==> config.mk <==
export PLATFORM = sky130hd
export DESIGN_NAME = dk_sound_sequencer
export DESIGN_NICKNAME = d
export VERILOG_FILES = /design/src/rtl/dk_sound_sequencer.sv
export SDC_FILE = /design/constraint.sdc
export NUM_CORES = 1
export LEC_CHECK = 0
export CORE_UTILIZATION = 45
export CTS_BUF_LIST = sky130_fd_sc_hd__clkbuf_4 sky130_fd_sc_hd__clkbuf_8
export DETAILED_ROUTE_END_ITERATION = 12
export PLACE_DENSITY = 0.59
export SETUP_SLACK_MARGIN = 0.3
export SYNTH_ARGS = -nofsm -noshare
export SYNTH_HDL_FRONTEND = slang
export SYNTH_SLANG_ARGS = --single-unit
export TNS_END_PERCENT = 5
==> constraint.sdc <==
create_clock -name clk -period 2.8 [get_ports clk]
set_input_delay 0.56 -clock clk [delete_from_list [all_inputs] [get_ports clk]]
set_output_delay 0.56 -clock clk [all_outputs]
set_load 0.1 [all_outputs]
==> src/rtl/dk_sound_sequencer.sv <==
`default_nettype none
// ============================================================================
// Module   : dk_sound_sequencer
// Brief    : Sample-strobe divider plus four independent trigger-to-pulse
//            sequencers (IDLE -> ACTIVE -> HOLDOFF) that gate the discrete
//            sound datapaths.
// Options  : define DK_SEQ_RETRIGGER_EN to let a fresh trigger edge during
//            ACTIVE reload the pulse length instead of being ignored.
// Revision : 1.0 - initial release
// ============================================================================
module dk_sound_sequencer #(
    parameter int          CLOCK_RATE    = 192000,
    parameter int          SAMPLE_RATE   = 96000,
    parameter logic [63:0] PULSE_SAMPLES = {16'd2800, 16'd1400, 16'd1400, 16'd2800},
    parameter logic [15:0] GAP_SAMPLES   = 16'd8
) (
    input  logic       clk,
    input  logic       I_RSTn,
    input  logic [3:0] trig,
    output logic       audio_clk_en,
    output logic [3:0] sound_en,
    output logic [3:0] busy
);

    localparam int DIV   = CLOCK_RATE / SAMPLE_RATE;
    localparam int DIV_W = (DIV > 1) ? $clog2(DIV) : 1;
    localparam logic [DIV_W-1:0] C_DIV_LAST = DIV_W'(DIV - 1);

    localparam logic [1:0] S_IDLE    = 2'd0;
    localparam logic [1:0] S_ACTIVE  = 2'd1;
    localparam logic [1:0] S_HOLDOFF = 2'd2;

    logic [DIV_W-1:0] div_q;
    logic [DIV_W-1:0] div_d;
    logic             strobe_q;
    logic [3:0]       trig_q;
    logic [3:0]       edge_w;
    logic [3:0]       retrig_w;

    // Free-running divider: wraps at DIV-1, independent of channel activity.
    always_comb begin
        div_d = (div_q == C_DIV_LAST) ? '0 : div_q + 1'b1;
    end

    // Divider count and registered strobe; the strobe is registered so it is
    // low in reset and first appears DIV clocks after release.
    always_ff @(posedge clk or negedge I_RSTn) begin
        if (!I_RSTn) begin
            div_q    <= '0;
            strobe_q <= 1'b0;
        end else begin
            div_q    <= div_d;
            strobe_q <= (div_q == C_DIV_LAST);
        end
    end

    assign audio_clk_en = strobe_q;

    // Previous trigger level for rising-edge detection; cleared in reset so a
    // trigger already high at release counts as an edge.
    always_ff @(posedge clk or negedge I_RSTn) begin
        if (!I_RSTn) begin
            trig_q <= 4'b0000;
        end else begin
            trig_q <= trig;
        end
    end

    assign edge_w = trig & ~trig_q;

`ifdef DK_SEQ_RETRIGGER_EN
    assign retrig_w = edge_w;
`else
    assign retrig_w = 4'b0000;
`endif

    genvar ch;
    generate
        for (ch = 0; ch < 4; ch++) begin : g_ch
            // A zero pulse length still produces a one-sample pulse.
            localparam logic [15:0] C_LOAD =
                (PULSE_SAMPLES[ch*16 +: 16] == 16'd0) ? 16'd1 : PULSE_SAMPLES[ch*16 +: 16];

            logic [1:0]  state_q;
            logic [1:0]  state_d;
            logic [15:0] cnt_q;
            logic [15:0] cnt_d;

            // Next-state logic: counters only move on sample strobes; a
            // retrigger edge (when enabled) outranks expiry in ACTIVE.
            always_comb begin
                state_d = state_q;
                cnt_d   = cnt_q;
                case (state_q)
                    S_IDLE: begin
                        if (edge_w[ch]) begin
                            state_d = S_ACTIVE;
                            cnt_d   = C_LOAD;
                        end
                    end
                    S_ACTIVE: begin
                        if (retrig_w[ch]) begin
                            cnt_d = C_LOAD;
                        end else if (strobe_q) begin
                            if (cnt_q == 16'd1) begin
                                if (GAP_SAMPLES == 16'd0) begin
                                    state_d = S_IDLE;
                                    cnt_d   = 16'd0;
                                end else begin
                                    state_d = S_HOLDOFF;
                                    cnt_d   = GAP_SAMPLES;
                                end
                            end else begin
                                cnt_d = cnt_q - 16'd1;
                            end
                        end
                    end
                    S_HOLDOFF: begin
                        if (strobe_q) begin
                            if (cnt_q == 16'd1) begin
                                state_d = S_IDLE;
                                cnt_d   = 16'd0;
                            end else begin
                                cnt_d = cnt_q - 16'd1;
                            end
                        end
                    end
                    default: begin
                        state_d = S_IDLE;
                        cnt_d   = 16'd0;
                    end
                endcase
            end

            // Channel state and counter registers.
            always_ff @(posedge clk or negedge I_RSTn) begin
                if (!I_RSTn) begin
                    state_q <= S_IDLE;
                    cnt_q   <= 16'd0;
                end else begin
                    state_q <= state_d;
                    cnt_q   <= cnt_d;
                end
            end

            assign sound_en[ch] = (state_q == S_ACTIVE);
            assign busy[ch]     = (state_q != S_IDLE);
        end
    endgenerate

endmodule
`default_nettype wire

# Yosys cells after proc, flatten, opt, wreduce, memory -nomap -nowiden
# Index checks and enable logic that the tools add are counted.
# Widths: inputs -> output; s select.
[totals]
regBits = 78
word_cells = 115
[op_classes]
add_sub_neg = 5
eq_ne = 32
n_mux = 49
bitwise_logic = 2
n_reduce_logical = 16
[ops]
columns = ["op", "count"]
rows = [
  ["$mux 16", 20],
  ["$pmux 16 s3", 4],
  ["$eq 16x1->1 const B", 4],
  ["$sub 16x1->16 const B", 4],
  ["$mux 2", 20],
  ["$ne 2x2->1 const B", 12],
  ["$pmux 2 s3", 4],
  ["$reduce_and 5->1", 4],
  ["$ne 2x1->1 const B", 8],
  ["$reduce_and 3->1", 4],
  ["$eq 2x1->1 const B", 4],
  ["$eq 2x2->1 const B", 4],
  ["$logic_not 2->1", 4],
  ["$reduce_bool 2->1", 4],
  ["$and 4x4->4", 1],
  ["$not 4->4", 1],
  ["$add 1x1->1 const B", 1],
  ["$mux 1", 1],
]

# Logic depth before layout (Yosys ltp)
# Gate-level depths: netlist of run 1.
[logic_depth]
depth_word = 4
mapped_depth = 8

# Worst setup path before layout of run 1
# Ideal clock, no wire load.
[synth_path]
kind = "reg-to-reg"
from = "register strobe_q, in the netlist audio_clk_en"
to = "register g_ch[1].cnt_q[11]"
arrival_time_ps = 2292
t_required_ps = 2652
path_slack_ps = 360
stages_incl_launch_ff = 8
path_buffers = 2
synth_period_minus_slack_ps = 2440
path_cell_list = "dfrtp_1 > clkbuf_1 > a21oi_1 > a22o_1 > clkbuf_1 > or4b_1 > nand2_1 > a22oi_1"
[synth_between]
elab_chain_cells = 2
word_cells_on_any_way = 3
[synth_rtl]
columns = ["item", "line_no", "rtl"]
rows = [
  ["from (decl)", "35", "logic strobe_q;"],
  ["from (signal assigned)", "53", "strobe_q <= (div_q == C_DIV_LAST);"],
  ["$ne 2x2->1 (no line) / $ne 2x1->1 (equally long branches)", "-", ""],
  ["$reduce_and 3->1 (no line) *", "-", ""],
  ["to (signal assigned)", "142", "cnt_q <= cnt_d;"],
  ["to (decl)", "86", "logic [15:0] cnt_q;"],
]
# Every way passes the cells marked *; elsewhere a longest branch is shown, timed or not.
# A chain may end at the register's enable or synchronous reset.

# Worst setup path in the final report of run 1
[layout_path]
from = "register g_ch[1].cnt_q[1]"
to = "register g_ch[1].cnt_q[14]"
[layout_between]
elab_chain_cells = 4
word_cells_on_any_way = 7
[layout_rtl]
columns = ["item", "line_no", "rtl"]
rows = [
  ["$sub 16x1->16 / $eq 16x1->1 (equally long branches)", "-", ""],
  ["$mux 16 (on tied branches)", "120, 105", ""],
  ["$mux 16 (on tied branches)", "119, 104", ""],
  ["$pmux 16 s3 *", "94", "case (state_q)"],
]
# Every way passes the cells marked *; elsewhere a longest branch is shown, timed or not. The select of a mux whose other input is x is not followed.

==> results.json, run 1 <==
{
  "final.setup_skew_ps": 12.95,
  "powerDensity_mw_per_mm2": 555.1,
  "setup_slack_ps": 490.6,
  "wirelength_mm": 9.657,
  "path_clk_slew_ps": 80,
  "netlist_area_mm2": 0.004542,
  "maxCapViolations": 0,
  "yosys_register_bits": 78,
  "drtAntennaViolNets": 0,
  "synth_cell_types": 66,
  "status": "finished, final reports clean",
  "crit_type": "register to register",
  "place_ws_ps": 192.9,
  "ioPinCount": 15,
  "core_area_mm2": 0.009774,
  "via_per_inst": 5.692,
  "fill_cells": 923,
  "drc": 0,
  "htreeDepth": 3,
  "end_kind": "register",
  "cp_max_fo": 7,
  "start_util_pct": 46.47,
  "synth_edf_count": 0,
  "drt-pass1-iter-count": 5,
  "cts_buffer_depth": 2,
  "min_path_type": "primary input to asynchronous set/reset pin",
  "cts_buffers": 9,
  "num_vias": 3785,
  "dieArea_mm2": 0.01050,
  "cts_tree": "done",
  "whs_ps": 360.9,
  "worst_pin_slew_ps": 1032,
  "nets": 542,
  "dp.final_hpwl_mm": 6.612,
  "antenna_found_initial": 0,
  "synth_top_flop_cell": "dfrtp_1",
  "drv_slew": 0,
  "drive_gt1_share_pct": 12.22,
  "first_iter_violations": 182,
  "fin_crit_ps": 2309,
  "wl_per_cell_um": 14.52,
  "ys_seq_area_share_pct": 42.98,
  "grt_max_degree": 79,
  "tns_ps": 0,
  "async_reset_ff_share_pct": 100.0,
  "fp.dieW_um": 102.5,
  "die_h_um": 102.5,
  "ir_drop_mv": 0.7676,
  "fin_crit_sh_pct": 82.48,
  "grt_pass1_wl_mm": 16.79,
  "gr-usage-all-layers_pct": 20.28,
  "setup_viol": 0,
  "num_rows": 36,
  "place_congestion": 0.7801,
  "netlist_instances": 518,
  "total_leakage_power_uw": 0.002008,
  "syn_avg_cell_area_um2": 8.768,
  "hold_violations": 0,
  "critPathLaunchType": "register",
  "grt_setup_unrepaired": "no",
  "syn_nets": 532,
  "yosys_warnings": 0,
  "syn2layout_area_growth_pct": 9.008,
  "slew_headroom_pct": 31.20,
  "fmax_mhz": 433.0,
  "overflow": 0,
  "numClockSinks": 78,
  "cts_root_buf": "clkbuf_8",
  "fin_util_pct": 50.65,
  "grt_pass1_vias": 3568,
  "postCtsHoldBufs": 0,
  "antenna_cells": 0,
  "portBuffers": 14,
  "clk_latency_ps": 350,
  "worstPathArrival_ps": 2530,
  "required_ps": 3020
}
-- layout make-up --
type                            instances  area (um^2)  share of cell area [%]
Timing Repair Buffer                   24        190.2                   3.841
Multi-Input combinational cell        395         2394                   48.34
Inverter                               20        75.07                   1.516
Clock inverter                          3        21.27                  0.4296
Tap cell                              133        166.4                   3.361
Sequential cell                        78         1952                   39.42
Clock buffer                           12        152.6                   3.083
-- kinds of logic (layout without fill, tap and decap cells) --
logic type | after synthesis | after routing | synth area share [%]
compound gates | 133 | 133 | 19.04
xor+xnor | 14 | 14 | 2.700
fa+ha+maj | 8 | 8 | 2.204
buf+inv | 45 | 59 | 4.325
flops | 78 | 78 | 42.98
mux | 3 | 3 | 0.7437
simple gates | 237 | 237 | 28.02
-- where the power goes --
group | total [uW] | internal [uW] | leakage, uW | switching, uW
Sequential | 1340 | 1220 | 0.000884 | 125
Clock | 774 | 362 | 0.0000893 | 412
Combinational | 634 | 232 | 0.00103 | 402
Total | 2750 | 1810 | 0.00201 | 939
-- metrics by stage --
step                      instances  area [um^2]  power [uW]
after global routing            665         4951        2910
final                           665         4951        2748
after global placement          649         4770        1990
after floorplan                 518         4542        1819
after detailed placement        649         4770        2000
after CTS                       664         4943        2795
-- cell usage after synthesis, types with 5 or more instances --
cell type   n  area share [%]
a211o_1     5            0.96
a211oi_1    6            0.99
a21oi_1    36             4.0
clkbuf_1   15             1.2
dfrtp_1    78              43
ha_1        8             2.2
inv_1      20             1.7
nand2_1    48             4.0
nand2b_1    6            0.83
nand3_1    25             2.8
nor2_1     56             4.6
nor3_1     24             2.6
nor3b_1     5            0.83
nor4_1     11             1.5
o21ai_0    38             4.2
or2_2       9             1.2
or3_1      11             1.5
or4_1       9             1.5
xnor2_1     7             1.3
xor2_1      7             1.3
-- flip-flops by register name, summed over array words and instances (netlist names) --
name and cells:
audio_clk_en 1, div_q 1, g_ch.cnt_q 64, g_ch.state_q 8, trig_q 4
-- worst max-delay path: stages (launching register included) --
cell and delay (ps):
dfrtp_1 390, inv_1 110, ha_1 140, or4b_2 650
o41ai_4 370, buf_4 190, nor2_2 70, a32oi_1 190
nand2_1 70
-- placed cells by master, fill, tap and decap left out, types with 4 or more instances in the layout --
cell type / netlist / routed
nand3_1: 25 / 25
xor2_1: 7 / 7
nor4_1: 11 / 11
a211oi_1: 6 / 6
clkbuf_8: 0 / 10
or4_1: 9 / 9
nor2_1: 56 / 56
nand2_1: 48 / 48
xnor2_1: 7 / 7
ha_1: 8 / 8
a21oi_1: 36 / 36
or3b_2: 4 / 4
o311ai_0: 4 / 4
nand2b_1: 6 / 6
nor3_1: 24 / 24
a211o_1: 5 / 5
o21ai_0: 38 / 38
or3_1: 11 / 11
nor2b_1: 4 / 4
buf_4: 4 / 20
nor3b_1: 5 / 5
clkdlybuf4s50_1: 0 / 4
inv_1: 20 / 20
or2_2: 9 / 9
o31ai_1: 4 / 4
dfrtp_1: 78 / 78
-- path summary, 6_finish.rpt --
| check | start | to | slack, ps | cells after the start |
|---|---|---|---|---|
| min reg2reg | div_q | audio_clk_en | 380 | 0 |
| max reg2reg | g_ch[1].cnt_q[1] | g_ch[1].cnt_q[14] | 490 | 8 |
| max | g_ch[1].cnt_q[1] | g_ch[1].cnt_q[14] | 490 | 8 |
| min in group clk | div_q | audio_clk_en | 380 | 0 |
| min | I_RSTn | g_ch[1].state_q[1] | 360 | 1 |
| max in group asynchronous | I_RSTn | g_ch[2].cnt_q[9] | 1780 | 1 |
-- what timing repair did --
item / in CTS / in global routing
setup buffers: 0 / 1
resized for setup: 0 / 0
endpoints found under the setup margin: 0 / 1
-- per-layer routing --
layer  up-vias  GRT usage, %  part of all wire [%]
met2        55         32.62                    46
met1      1813         27.76                    50
met5         -             0                     0
met3         8         4.036                   3.1
li1       1909             -                     -
met4         0         5.714                  0.82
Note: power is estimated with default switching activity, not from simulation.
==> inputs of run 2 (changes only) <==
--- a/config.mk
+++ b/config.mk
@@ -8,7 +8,7 @@
 export CORE_UTILIZATION = 45
 export CTS_BUF_LIST = sky130_fd_sc_hd__clkbuf_4 sky130_fd_sc_hd__clkbuf_8
 export DETAILED_ROUTE_END_ITERATION = 12
-export PLACE_DENSITY = 0.59
+export PLACE_DENSITY = 0.61
 export SETUP_SLACK_MARGIN = 0.3
 export SYNTH_ARGS = -nofsm -noshare
 export SYNTH_HDL_FRONTEND = slang
==> constraint.sdc (replaced) <==
create_clock -name clk -period 2.06 [get_ports clk]
set_input_delay 0.412 -clock clk [delete_from_list [all_inputs] [get_ports clk]]
set_output_delay 0.412 -clock clk [all_outputs]
set_load 0.1 [all_outputs]
==> run 2 against run 1 <==
The run now ends with setup timing left. Combinational power is 96% higher. Utilization is 11 points higher. Hold slack worse by 65 ps. Sequential cell count stayed put. Cell count is 9.3% higher. Power is 54% higher. Die area stayed put. Wire length is 15% higher. Setup slack worse by 510 ps.
==> results.json, run 2 (synthesis gave the netlist of run 1 again) <==
{
  "gr-usage-all-layers_pct": 22.63,
  "clk_latency_ps": 370,
  "final_common_cell": "dfrtp_1",
  "largest_register": "g_ch.cnt_q",
  "grt_max_degree": 32,
  "p_switching_uw": 1468,
  "p_clk_share_pct": 27.0,
  "via_per_inst": 5.627,
  "drive_gt1_share_pct": 33.33,
  "min_path_type": "primary input to register",
  "crit_type": "register to register",
  "ioPinCount": 15,
  "grt_pass1_vias": 3936,
  "hold_violations": 0,
  "syn2layout_area_growth_pct": 31.68,
  "cp_max_fo": 7,
  "drt-pass1-iter-count": 4,
  "fp.dieW_um": 102.5,
  "status": "finished with violations",
  "max_stage_delay_ps": 560,
  "portBuffers": 14,
  "core_area_mm2": 0.009774,
  "place_congestion": 0.8286,
  "drtAntennaViolNets": 0,
  "fmax_mhz": 481.3,
  "slowest_stage": "or4_4",
  "wl_per_cell_um": 15.29,
  "intPower_uw": 2769,
  "cts_buffer_depth": 2,
  "pwr-share-comb_pct": 29.2,
  "overflow": 0,
  "path_clk_slew_ps": 80,
  "end_kind": "register",
  "grt_pass1_wl_mm": 18.42,
  "largest_register_ffs": 64,
  "fin_util_pct": 61.19,
  "die_h_um": 102.5,
  "worst_pin_slew_ps": 501.7,
  "most-common-layout-cells": "71 x dfrtp_1, 60 x buf_4, 51 x nor2_1",
  "setup_slack_ps": -17.77,
  "wirelength_mm": 11.12,
  "dp.final_hpwl_mm": 7.452,
  "required_ps": 2310,
  "drc": 0,
  "antenna_found_initial": 0,
  "cts_buffers": 9,
  "setup_viol": 2,
  "critPathLaunchType": "register",
  "final.setup_skew_ps": 6.622,
  "start_util_pct": 46.47,
  "grt_setup_unrepaired": "yes",
  "num_rows": 36,
  "fin_cells": 727,
  "num_vias": 4091,
  "fill_cells": 854,
  "htreeDepth": 3,
  "switching_share_pct": 34.65,
  "nets": 603,
  "crit_chain": "or4_4 -> buf_6 -> o41ai_4 -> buf_4 -> nor2_4 -> a32oi_1 -> nand2_1",
  "violations": "setup timing",
  "cts_root_buf": "clkbuf_8",
  "drv_slew": 0,
  "tns_ps": -25.78,
  "powerDensity_mw_per_mm2": 708.4,
  "numClockSinks": 78,
  "dpl.cell_count": 705,
  "worstPathArrival_ps": 2330,
  "seq_power_share_pct": 43.8,
  "antenna_cells": 0,
  "fin_crit_ps": 2078,
  "reg_top3": "g_ch.cnt_q (64), g_ch.state_q (8), trig_q (4)",
  "ir_drop_mv": 0.8724,
  "slew_headroom_pct": 66.25,
  "cts_tree": "done",
  "dieArea_mm2": 0.01050,
  "first_iter_violations": 117,
  "total_leakage_power_uw": 0.002479,
  "maxCapViolations": 0,
  "fin_crit_sh_pct": 100.9
}
-- run 2: area by class of cell --
| class | count | area, um^2 | area share [%] |
|---|---|---|---|
| Sequential cell | 78 | 1963 | 32.82 |
| Clock inverter | 7 | 65.06 | 1.088 |
| Tap cell | 133 | 166.4 | 2.782 |
| Inverter | 20 | 75.07 | 1.255 |
| Timing Repair Buffer | 85 | 812.0 | 13.58 |
| Multi-Input combinational cell | 395 | 2775 | 46.40 |
| Clock buffer | 9 | 123.9 | 2.071 |
-- run 2: through the flow --
step	hold slack (ps)	total power [uW]	worst slack, ps	instance area [um^2]
2_1_floorplan	116.4	2532	-42.34	4599
3_3_place_gp	341.1	2905	-200.8	5353
3_5_place_dp	344.9	2921	-242.8	5353
4_1_cts	278.4	4203	-8.420	5832
5_1_grt	279.5	4470	-117.1	5981
6_report	295.8	4237	-17.77	5981
-- run 2: routing by layer --
layer | global-route usage, % | wire, um | up-vias
li1 | - | - | 2027
met1 | 28.74 | 5116 | 1974
met2 | 36.77 | 5357 | 75
met3 | 6.361 | 440 | 15
met4 | 8.132 | 203 | 0
met5 | 0 | 0 | -
-- run 2: path summary, 6_finish.rpt --
kind	from	to	depth (start not counted)	slack, ps
setup / recovery	g_ch[1].cnt_q[4]	g_ch[1].cnt_q[14]	7	-20
hold / removal	trig[2]	trig_q[2]	1	300
setup reg to reg	g_ch[1].cnt_q[4]	g_ch[1].cnt_q[14]	7	-20
hold reg to reg	div_q	audio_clk_en	0	390
max in group asynchronous	I_RSTn	g_ch[2].state_q[0]	3	1020
min in group asynchronous	I_RSTn	g_ch[1].cnt_q[8]	2	490
-- run 2: what timing repair did --
action,CTS,global route
endpoints found under the setup margin,75,72
resized for setup,82,45
hold buffers,1,0
buffers inserted,3,2
pin swaps,53,44
hold endpoints to repair,22,0
-- run 2: power by group through the flow --
stage | Sequential (uW) | Clock, uW | Combinational, uW
3_3_place_gp | 1830 | 0 | 1070
5_1_grt | 1870 | 1260 | 1340
3_5_place_dp | 1830 | 0 | 1090
2_1_floorplan | 1780 | 0 | 751
4_1_cts | 1830 | 1200 | 1180
6_report | 1850 | 1140 | 1240
-- run 2: worst max-delay path: cells and delay by family, from the launching register on --
| family | cells | cell delay [ps] |
|---|---|---|
| buffers and inverters | 2 | 330 |
| AOI/OAI and AO/OA | 2 | 560 |
| DFF | 1 | 390 |
| and+or+nand+nor | 3 | 690 |
==> inputs of run 3 (changes only) <==
--- a/config.mk
+++ b/config.mk
@@ -7,6 +7,7 @@
 export LEC_CHECK = 0
 export CORE_UTILIZATION = 45
 export CTS_BUF_LIST = sky130_fd_sc_hd__clkbuf_4 sky130_fd_sc_hd__clkbuf_8
+export CTS_CLUSTER_SIZE = 8
 export DETAILED_ROUTE_END_ITERATION = 12
 export PLACE_DENSITY = 0.61
 export SETUP_SLACK_MARGIN = 0.3
==> results of run 3 <==
The final DEF is identical to that of run 2; final timing and power are the same.
